**src/rtl/cp0_exception_unit_pkg.sv**
```systemverilog
// Shared CP0 register indices, exception codes and packed layouts of the pipe exception word, Status and Cause.
// The timer registers are reported as writable only when CP0_TIMER_INT_EN is defined.
package cp0_exception_unit_pkg;

    localparam logic [31:0] EXC_VECTOR_DEF = 32'hBFC0_0380;
    localparam logic [31:0] STATUS_RST_DEF = 32'h0040_0000;

    localparam logic [4:0] CP0_BADVADDR = 5'd8;
    localparam logic [4:0] CP0_COUNT    = 5'd9;
    localparam logic [4:0] CP0_COMPARE  = 5'd11;
    localparam logic [4:0] CP0_STATUS   = 5'd12;
    localparam logic [4:0] CP0_CAUSE    = 5'd13;
    localparam logic [4:0] CP0_EPC      = 5'd14;

    localparam logic [4:0] EXC_INT  = 5'd0;
    localparam logic [4:0] EXC_ADEL = 5'd4;
    localparam logic [4:0] EXC_ADES = 5'd5;
    localparam logic [4:0] EXC_SYS  = 5'd8;
    localparam logic [4:0] EXC_BP   = 5'd9;
    localparam logic [4:0] EXC_RI   = 5'd10;
    localparam logic [4:0] EXC_OV   = 5'd12;

    typedef struct packed {
        logic interrupt;
        logic if_adel;
        logic ri;
        logic ov;
        logic syscall;
        logic brk;
        logic eret;
        logic wr_ades;
        logic rd_adel;
    } ExceptinPipeType;

    typedef struct packed {
        logic [8:0] zero_hi;
        logic       bev;
        logic [5:0] zero_mid;
        logic [7:0] im;
        logic [5:0] zero_lo;
        logic       exl;
        logic       ie;
    } CP0StatusType;

    typedef struct packed {
        logic        bd;
        logic        ti;
        logic [13:0] zero_hi;
        logic [7:0]  ip;
        logic        zero_mid;
        logic [4:0]  exc_code;
        logic [1:0]  zero_lo;
    } CP0CauseType;

    // Software-writable bits of each register; zero means not writable (or not present).
    function automatic logic [31:0] cp0_wr_mask(input logic [4:0] rd, input logic [2:0] sel);
        logic [31:0] m;
        m = '0;
        if (sel == 3'd0) begin
            case (rd)
                CP0_STATUS:  m = 32'h0000_FF03;
                CP0_CAUSE:   m = 32'h0000_0300;
                CP0_EPC:     m = 32'hFFFF_FFFF;
`ifdef CP0_TIMER_INT_EN
                CP0_COUNT:   m = 32'hFFFF_FFFF;
                CP0_COMPARE: m = 32'hFFFF_FFFF;
`endif
                default:     m = '0;
            endcase
        end
        return m;
    endfunction

endpackage

```
**src/rtl/cp0_exception_unit_timer.sv**
```systemverilog
// Count/Compare timer: Count advances every second clock, pending latches on Count==Compare.
// Latency: pending is visible one clock after the match; a Compare write clears it and beats a same-cycle match.
module cp0_timer (
    input  logic        clk,
    input  logic        rst,
    input  logic        i_count_wr,
    input  logic        i_compare_wr,
    input  logic [31:0] i_wdata,
    output logic [31:0] o_count,
    output logic [31:0] o_compare,
    output logic        o_pending
);

    logic [31:0] r_count;
    logic [31:0] r_compare;
    logic        r_tick;
    logic        r_pending;

    always_ff @(posedge clk) begin
        if (rst) begin
            r_count   <= '0;
            r_compare <= '0;
            r_tick    <= 1'b0;
            r_pending <= 1'b0;
        end else begin
            if (i_count_wr) begin
                r_count <= i_wdata;
                r_tick  <= 1'b0;
            end else begin
                r_tick <= ~r_tick;
                if (r_tick)
                    r_count <= r_count + 32'd1;
            end
            if (i_compare_wr) begin
                r_compare <= i_wdata;
                r_pending <= 1'b0;
            end else if (r_count == r_compare) begin
                r_pending <= 1'b1;
            end
        end
    end

    assign o_count   = r_count;
    assign o_compare = r_compare;
    assign o_pending = r_pending;

endmodule

```
**src/rtl/cp0_exception_unit.sv**
```systemverilog
// CP0 exception resolver in MEM: prioritises exceptions/ERET, owns CP0 registers, drives flushes (timer under CP0_TIMER_INT_EN).
// Latency: exception/flush/redirect outputs and MFC0 data are combinational; CP0 state updates on the next clock.
// Backpressure: none; flushes are asserted in the same cycle the exception or ERET is taken.
module cp0_exception_unit
    import cp0_exception_unit_pkg::*;
#(
    parameter logic [31:0] EXC_VECTOR = EXC_VECTOR_DEF,
    parameter logic [31:0] STATUS_RST = STATUS_RST_DEF
) (
    input  logic        clk,
    input  logic        rst,
    input  logic        MEM_Valid,
    input  logic [8:0]  MEM_ExceptType,
    input  logic [31:0] MEM_PC,
    input  logic        MEM_IsDelaySlot,
    input  logic [31:0] MEM_ALUOut,
    input  logic [5:0]  Ext_Int,
    input  logic [4:0]  MEM_CP0RdAddr,
    input  logic [2:0]  MEM_CP0RdSel,
    output logic [31:0] CP0_RdData,
    input  logic        WB_CP0Wr,
    input  logic [4:0]  WB_Dst,
    input  logic [2:0]  WB_Sel,
    input  logic [31:0] WB_OutB,
    output logic [8:0]  MEM_ExceptType_final,
    output logic        Exc_Valid,
    output logic [31:0] Exc_NPC,
    output logic        IFID_Flush,
    output logic        IDEXE_Flush,
    output logic        EXEMEM_Flush,
    output logic        MEMWB_Flush
);

    CP0StatusType    r_status;
    CP0CauseType     r_cause;
    logic [31:0]     r_epc;
    logic [31:0]     r_badvaddr;

    ExceptinPipeType w_et;
    CP0CauseType     w_cause_rd;
    logic [31:0]     w_wr_mask;
    logic [31:0]     w_rd_mask;
    logic [31:0]     w_rd_data;
    logic            w_wr_en;
    logic            w_int_take;
    logic            w_exc_any;
    logic            w_exc_take;
    logic            w_eret_take;
    logic [4:0]      w_exc_code;
    logic            w_bad_wr;
    logic [31:0]     w_bad_val;
    logic            w_unused_int_in;

    assign w_et            = ExceptinPipeType'(MEM_ExceptType);
    assign w_unused_int_in = w_et.interrupt;
    assign w_wr_mask       = cp0_wr_mask(WB_Dst, WB_Sel);
    assign w_wr_en         = WB_CP0Wr && (w_wr_mask != '0);

`ifdef CP0_TIMER_INT_EN
    logic [31:0] w_count;
    logic [31:0] w_compare;
    logic        w_timer_pend;

    cp0_timer u_timer (
        .clk          (clk),
        .rst          (rst),
        .i_count_wr   (w_wr_en && WB_Dst == CP0_COUNT),
        .i_compare_wr (w_wr_en && WB_Dst == CP0_COMPARE),
        .i_wdata      (WB_OutB),
        .o_count      (w_count),
        .o_compare    (w_compare),
        .o_pending    (w_timer_pend)
    );
`endif

    // IP7 and TI come straight from the timer when it exists; otherwise IP7 is the registered Ext_Int[5].
    always_comb begin
        w_cause_rd = r_cause;
`ifdef CP0_TIMER_INT_EN
        w_cause_rd.ip[7] = w_timer_pend;
        w_cause_rd.ti    = w_timer_pend;
`endif
    end

    assign w_int_take = MEM_Valid & r_status.ie & ~r_status.exl & (|(w_cause_rd.ip & r_status.im));

    always_comb begin
        w_exc_any  = 1'b1;
        w_exc_code = EXC_INT;
        w_bad_wr   = 1'b0;
        w_bad_val  = MEM_ALUOut;
        if (w_int_take) begin
            w_exc_code = EXC_INT;
        end else if (w_et.if_adel) begin
            w_exc_code = EXC_ADEL;
            w_bad_wr   = 1'b1;
            w_bad_val  = MEM_PC;
        end else if (w_et.ri) begin
            w_exc_code = EXC_RI;
        end else if (w_et.ov) begin
            w_exc_code = EXC_OV;
        end else if (w_et.syscall) begin
            w_exc_code = EXC_SYS;
        end else if (w_et.brk) begin
            w_exc_code = EXC_BP;
        end else if (w_et.rd_adel) begin
            w_exc_code = EXC_ADEL;
            w_bad_wr   = 1'b1;
        end else if (w_et.wr_ades) begin
            w_exc_code = EXC_ADES;
            w_bad_wr   = 1'b1;
        end else begin
            w_exc_any = 1'b0;
        end
    end

    assign w_exc_take  = MEM_Valid & w_exc_any;
    assign w_eret_take = MEM_Valid & w_et.eret & ~w_exc_any;

    assign MEM_ExceptType_final = {w_int_take, MEM_ExceptType[7:0]};
    assign Exc_Valid    = w_exc_take | w_eret_take;
    assign Exc_NPC      = w_exc_take ? EXC_VECTOR : (w_eret_take ? r_epc : 32'd0);
    assign IFID_Flush   = Exc_Valid;
    assign IDEXE_Flush  = Exc_Valid;
    assign EXEMEM_Flush = Exc_Valid;
    assign MEMWB_Flush  = Exc_Valid;

    // Statement order matters: WB write, then sampled IP lines, then exception fields override.
    always_ff @(posedge clk) begin
        if (rst) begin
            r_status   <= CP0StatusType'(STATUS_RST);
            r_cause    <= '0;
            r_epc      <= '0;
            r_badvaddr <= '0;
        end else begin
            if (w_wr_en && WB_Dst == CP0_STATUS)
                r_status <= CP0StatusType'((r_status & ~w_wr_mask) | (WB_OutB & w_wr_mask));
            if (w_wr_en && WB_Dst == CP0_CAUSE)
                r_cause <= CP0CauseType'((r_cause & ~w_wr_mask) | (WB_OutB & w_wr_mask));
            if (w_wr_en && WB_Dst == CP0_EPC)
                r_epc <= WB_OutB;
            r_cause.ip[7:2] <= Ext_Int;
            if (w_exc_take) begin
                r_status.exl     <= 1'b1;
                r_cause.bd       <= MEM_IsDelaySlot;
                r_cause.exc_code <= w_exc_code;
                r_epc            <= MEM_IsDelaySlot ? MEM_PC - 32'd4 : MEM_PC;
                if (w_bad_wr)
                    r_badvaddr <= w_bad_val;
            end else if (w_eret_take) begin
                r_status.exl <= 1'b0;
            end
        end
    end

    assign w_rd_mask = cp0_wr_mask(MEM_CP0RdAddr, MEM_CP0RdSel);

    always_comb begin
        w_rd_data = '0;
        if (WB_CP0Wr && WB_Dst == MEM_CP0RdAddr && WB_Sel == MEM_CP0RdSel && w_rd_mask != '0) begin
            w_rd_data = WB_OutB & w_rd_mask;
        end else if (MEM_CP0RdSel == 3'd0) begin
            case (MEM_CP0RdAddr)
                CP0_BADVADDR: w_rd_data = r_badvaddr;
                CP0_STATUS:   w_rd_data = r_status;
                CP0_CAUSE:    w_rd_data = w_cause_rd;
                CP0_EPC:      w_rd_data = r_epc;
`ifdef CP0_TIMER_INT_EN
                CP0_COUNT:    w_rd_data = w_count;
                CP0_COMPARE:  w_rd_data = w_compare;
`endif
                default:      w_rd_data = '0;
            endcase
        end
    end

    assign CP0_RdData = w_rd_data;

endmodule
```
**config.mk**
```make
export PLATFORM = sky130hd
export DESIGN_NAME = cp0_exception_unit
export DESIGN_NICKNAME = d
export VERILOG_FILES = /design/src/rtl/cp0_exception_unit_pkg.sv /design/src/rtl/cp0_exception_unit_timer.sv /design/src/rtl/cp0_exception_unit.sv
export SDC_FILE = /design/constraint.sdc
export NUM_CORES = 1
export LEC_CHECK = 0
export BUFFER_PORTS_ARGS = -buffer_cell sky130_fd_sc_hd__buf_2
export CORE_MARGIN = 5
export CORE_UTILIZATION = 42
export DETAILED_ROUTE_END_ITERATION = 12
export PLACE_DENSITY = 0.69
export SYNTH_ARGS = -nofsm -noshare
export SYNTH_HDL_FRONTEND = slang
export SYNTH_HIERARCHICAL = 1
export SYNTH_SLANG_ARGS = --single-unit
```
**constraint.sdc**
```tcl
create_clock -name clk -period 4.7 [get_ports clk]
set_input_delay 0.94 -clock clk [delete_from_list [all_inputs] [get_ports clk]]
set_output_delay 0.94 -clock clk [all_outputs]
set_load 0.02 [all_outputs]
```
# == Word level (Yosys, flattened, before mapping) ==
# Index checks and enable logic that the tools add are counted.
# word_totals
output_inout_bits,78
inputBits,132
word_cells,102
register_bits,128
# classes
reduce_logical,16
bitwise,17
n_mux,42
addsub,1
n_eq_ne,9
# ops
operator,count
32-bit two-way mux,12
32-bit one-hot mux with 3 select lines,2
32-bit AND,4
32-bit one-hot mux with 4 select lines,1
32-bit bitwise OR,2
32-bit nonzero test,2
5-bit by 4-bit == test with 1-bit output (second input constant),7
32-bit inverter,1
32-bit by 3-bit subtractor with 32-bit output (second input constant),1
4-bit two-way mux,6
1-bit two-way mux,17
8-bit AND,1
8-bit OR reduction,1
1-bit logical AND,7
1-bit AND,6
3-bit zero test,2
3-bit two-way mux,2
5-bit == test,1
5-bit two-way mux,1
2-bit nonzero test,2
3-bit == test,1
3-bit nonzero test,1
2-bit two-way mux,1
1-bit inverter,2
other kinds (2),2

# == Logic depth before layout (Yosys ltp) ==
# depth
word_depth,12
ltp_mapped,7
ltp_nobuf,7

# == Worst setup path after synthesis ==
# OpenSTA, ideal clock, no wires.
# synth_timing
kind,input port to output port
start,input MEM_ExceptType[3]
end,output Exc_Valid
cell_stages,7
n_path_buf,3
t_required_ns,3.760
arrival_time_ns,2.743
path_slack_ns,1.017
cell_sequence,nor4_2 -> a21oi_1 -> a21oi_1 -> buf_2 -> buf_2 -> o21ai_0 -> buf_4
# synth_between
elab_chain_cells,9
elab_cells_between_ends,10
cone_classes,mux (6); bitwise (4)
# synth_lines
item,line_no,text
"start, declared",cp0_exception_unit.sv:13,"input logic [8:0] MEM_ExceptType,"
1-bit two-way mux *,cp0_exception_unit.sv:104,end else if (w_et.brk) begin
1-bit two-way mux *,cp0_exception_unit.sv:102,end else if (w_et.syscall) begin
1-bit two-way mux *,cp0_exception_unit.sv:100,end else if (w_et.ov) begin
1-bit two-way mux *,cp0_exception_unit.sv:98,end else if (w_et.ri) begin
1-bit two-way mux *,cp0_exception_unit.sv:94,end else if (w_et.if_adel) begin
1-bit two-way mux *,cp0_exception_unit.sv:92,if (w_int_take) begin
1-bit inverter,cp0_exception_unit.sv:118,assign w_eret_take = MEM_Valid & w_et.eret & ~w_exc_any;
1-bit AND,cp0_exception_unit.sv:118,
1-bit bitwise OR *,cp0_exception_unit.sv:121,assign Exc_Valid = w_exc_take | w_eret_take;
"end, declared",cp0_exception_unit.sv:26,"output logic Exc_Valid,"
# Mark *: on every way between the ends. The rest lies on a longest branch, timed or not.

# == Worst setup path after layout ==
# layout_timing
start,input WB_Sel[0]
end,output CP0_RdData[7]
# layout_between
elab_chain_cells,4
# layout_lines
item,line_no,text
"start, declared",cp0_exception_unit.sv:23,"input logic [2:0] WB_Sel,"
3-bit == test,cp0_exception_unit.sv:160,if (WB_CP0Wr && WB_Dst == MEM_CP0RdAddr && WB_Sel == MEM_CP0RdSel && w_rd_mask != '0) begin
1-bit logical AND (2 in series),cp0_exception_unit.sv:160,
32-bit two-way mux,cp0_exception_unit.sv:160,
"end, declared",cp0_exception_unit.sv:20,"output logic [31:0] CP0_RdData,"
# Every way passes these cells.

==> results by group <==
STA
  – Max-slew violation count: 0
  – Setup violators final: 0
  – Worst-margin pin slew: roughly 1.2 ns
  – F_max: around 240 MHz
  – Tcrit/Tclk final: 0.880
  – Final Skew: 0.00995 ns
  – Relative slew slack: 0.224
  – Fin. Hold Viols: 0
  – Hold_ws: roughly 0.45 ns
  – Shortest period the worst path allows: between 4 and 5 ns
  – Final WS setup: about 0.56 ns
  – Setup_tns: 0 ns
  – RSZ-0062 raised after global routing: false

Floorplanning
  – Top Ports: 210
  – Die Width: about 140 um
  – Area of the core: ~0.016 mm^2
  – Starting density of the core: 0.431
  – Num rows: 46
  – Die Y: around 140 um
  – Die area: 0.0191 mm^2

Layout
  – Area of the multi-input gates: between 0.003 and 0.004 mm^2
  – Nets: 1091
  – Area Growth Syn to Fin: 26.3%
  – Sequential cell area: about 0.0026 mm^2
  – # fillers: between 1500 and 2000
  – Layout cells sized above 1: 0.288
  – N_diodes: 0

Synth
  – Yosys warnings: 6
  – EDFF count, synth: 0
  – Top-area cell type share of the netlist area: 0.371
  – Post-Syn Area: between 0.006 and 0.007 mm^2
  – Netlist cell types: between 50 and 60
  – Syn avg cell area: just under 9 um^2
  – Synth area leaders: dfxtp_1, mux2i_1, a211oi_1
  – Mapped Cells: slightly below 800
  – Sequential area share after synthesis: 0.371
  – Synth Flop Type: dfxtp_1
  – Dominant cell type by area after synthesis: dfxtp_1
  – Mapped Nets: 923
  – Flop and latch count out of synthesis: around 130
  – Async set-reset flop share out of synthesis: 0

GRT
  – Initial antenna violation count: 0
  – First-pass GRT wire length: between 30 and 40 mm
  – Largest net degree at the start of global routing: between 100 and 150
  – Grt total ovfl: 0
  – Vias in the first global route: 6585
  – GRT Total Usage: 0.244

Power and ir drop
  – NetSw: 0.000739 W
  – Flop pwr share: 0.387
  – Sw frac: 0.244
  – PwrDens: ~350 mW/mm^2
  – VDD IR max: about 0.00029 V
  – Int Pwr: 0.00228 W
  – Clock share of power: 0.504
  – Leak: approximately 3.7 nW
  – Logic pwr share: 0.109

Clock network
  – Setup Fix Bufs, Post-CTS: 0
  – Post-CTS Hold Buffers: 0
  – Skew-Pair Late Insertion Delay: between 0.4 and 0.5 ns
  – Htree depth: 4
  – Reg clk slew, reported paths: roughly 0.06 ns
  – Root buffer cell: clkbuf_16
  – Max Buffers Root-to-Sink: 2
  – CTS Buf Count: 17
  – Clock sink total: 128
  – Post-CTS resize count: 0
  – TritonCTS clock tree: built

Setup path
  – R2r setup slk: about 2.3 ns
  – Kind of critical path: in -> out
  – CP max FO: 22
  – Crit. Startpoint: WB_Sel[0]
  – Worst reg-to-reg path cell count: 6
  – Crit path required time: roughly 3.8 ns
  – CP startpoint kind: input port
  – WP data arrival: 3.20 ns
  – Crit. End Element: output pin
  – FF-to-FF End: r_badvaddr[13]$_SDFFE_PP0P_

Drt
  – Routed WL: between 20 and 25 mm
  – Total number of vias: ~7000
  – DRC: 0
  – Final antenna-violating net count: 0
  – DR iter-0 viols: ~750
  – TritonRoute pass-1 iters: 9
  – Routed wire per std cell: about 20 um
  – DR vias/cell: a little under 6

Placement
  – RePlAce Congestion: 0.875
  – Final HPWL DP: 17.8 mm
  – Pre-CTS setup slack: 0.560 ns
  – PortBufs: ~210

Worst hold path
  – Worst hold path depth: 1
  – Hold/Removal Path Class: reg -> reg

Run
  – Max Cap Viol: 0

Outcome
  – Status: complete, no violations
## Yosys cell counts (14+ instances only)
cell type	count
dfxtp_1	128
nor2_1	82
mux2i_1	51
a211oi_1	48
nor2b_1	46
clkbuf_1	41
nand2_1	40
o22ai_1	33
o2bb2ai_1	29
xnor2_1	27
a21oi_1	23
a21boi_0	22
a222oi_1	22
and2_1	21
buf_2	17
nor3_1	17
buf_4	14
## final cells by class
type                            instances  area share
Multi-Input combinational cell        575       0.456
Sequential cell                       128       0.294
Timing Repair Buffer                  228       0.137
Clock buffer                           19      0.0520
Tap cell                              216      0.0310
Clock inverter                         13      0.0268
Inverter                                8     0.00344
## metal layers
metal / GRT usage / wire length, um / vias up
met2: 0.348 / 10100 / 326
met3: 0.0569 / 2220 / 42
met4: 0.0759 / 548 / 0
met1: 0.363 / 11300 / 3213
met5: 0 / 0 / -
li1: - / - / 3270
## power by group through the flow
stage / sequential, W / combinational, W / clock (W)
after floorplan: 0.00117 / 0.000189 / 0
after global placement: 0.00119 / 0.000323 / 0
after detailed placement: 0.00119 / 0.000325 / 0
after CTS: 0.00117 / 0.000327 / 0.00153
after global routing: 0.00117 / 0.000360 / 0.00158
final: 0.00117 / 0.000330 / 0.00153
## cell usage in the layout (no fill, tap or decap), types with 3 or more instances in the layout
cell          n
nand3b_1      3
a211oi_1     48
a22oi_1       4
mux2i_1      51
a21oi_1      22
a221oi_1     12
nand4b_1      3
clkinv_4      3
a222oi_1     22
bufinv_16     6
o22ai_1      33
or3_1         6
or4_1         6
clkinvlp_4    3
xnor2_1      27
nor2b_1      46
inv_1         7
nor4_1       10
nor4b_1       3
a21boi_0     22
nand2_1      40
nor3_1       16
o2bb2ai_1    29
and2_1       21
xor2_1        3
nor2_1       81
dfxtp_1     128
nand3_1       5
clkbuf_16    17
a21o_1       13
buf_4        21
buf_2       207
o21ai_0       8
nand4_1       6
## metrics by stage
stage / cells / instance area, um^2 / power (W) / util
6_report: 1187 / 8720 / 0.00302 / 0.545
4_1_cts: 1187 / 8720 / 0.00303 / 0.545
3_5_place_dp: 1155 / 8030 / 0.00151 / 0.502
2_1_floorplan: 790 / 6900 / 0.00136 / -
5_1_grt: 1187 / 8720 / 0.00311 / 0.545
3_3_place_gp: 1155 / 8030 / 0.00151 / 0.502
## cells by family (layout without fill, tap and decap cells)
group,after synthesis,after routing,share of synthesized area
flops,128,128,0.371
mux,53,53,0.0772
simple gates,269,269,0.210
buf+inv,87,268,0.0604
xor+xnor,30,30,0.0381
fa+ha+maj,1,1,0.00181
compound gates,222,222,0.241
## how the worst max path moves through the flow
stage	end	slack [ns]
after detailed placement	CP0_RdData[7]	0.56
final	CP0_RdData[7]	0.56
after CTS	CP0_RdData[7]	0.56
after global placement	CP0_RdData[18]	0.60
after global routing	CP0_RdData[5]	0.42
after floorplan	Exc_Valid	1.02
## worst max-delay path: stages
cell,delay [ns]
buf_2,0.10
or4b_4,0.57
or4_4,0.58
o211ai_2,0.43
buf_4,0.32
o2bb2ai_1,0.08
buf_2,0.16
(Power assumes the default switching activity.)
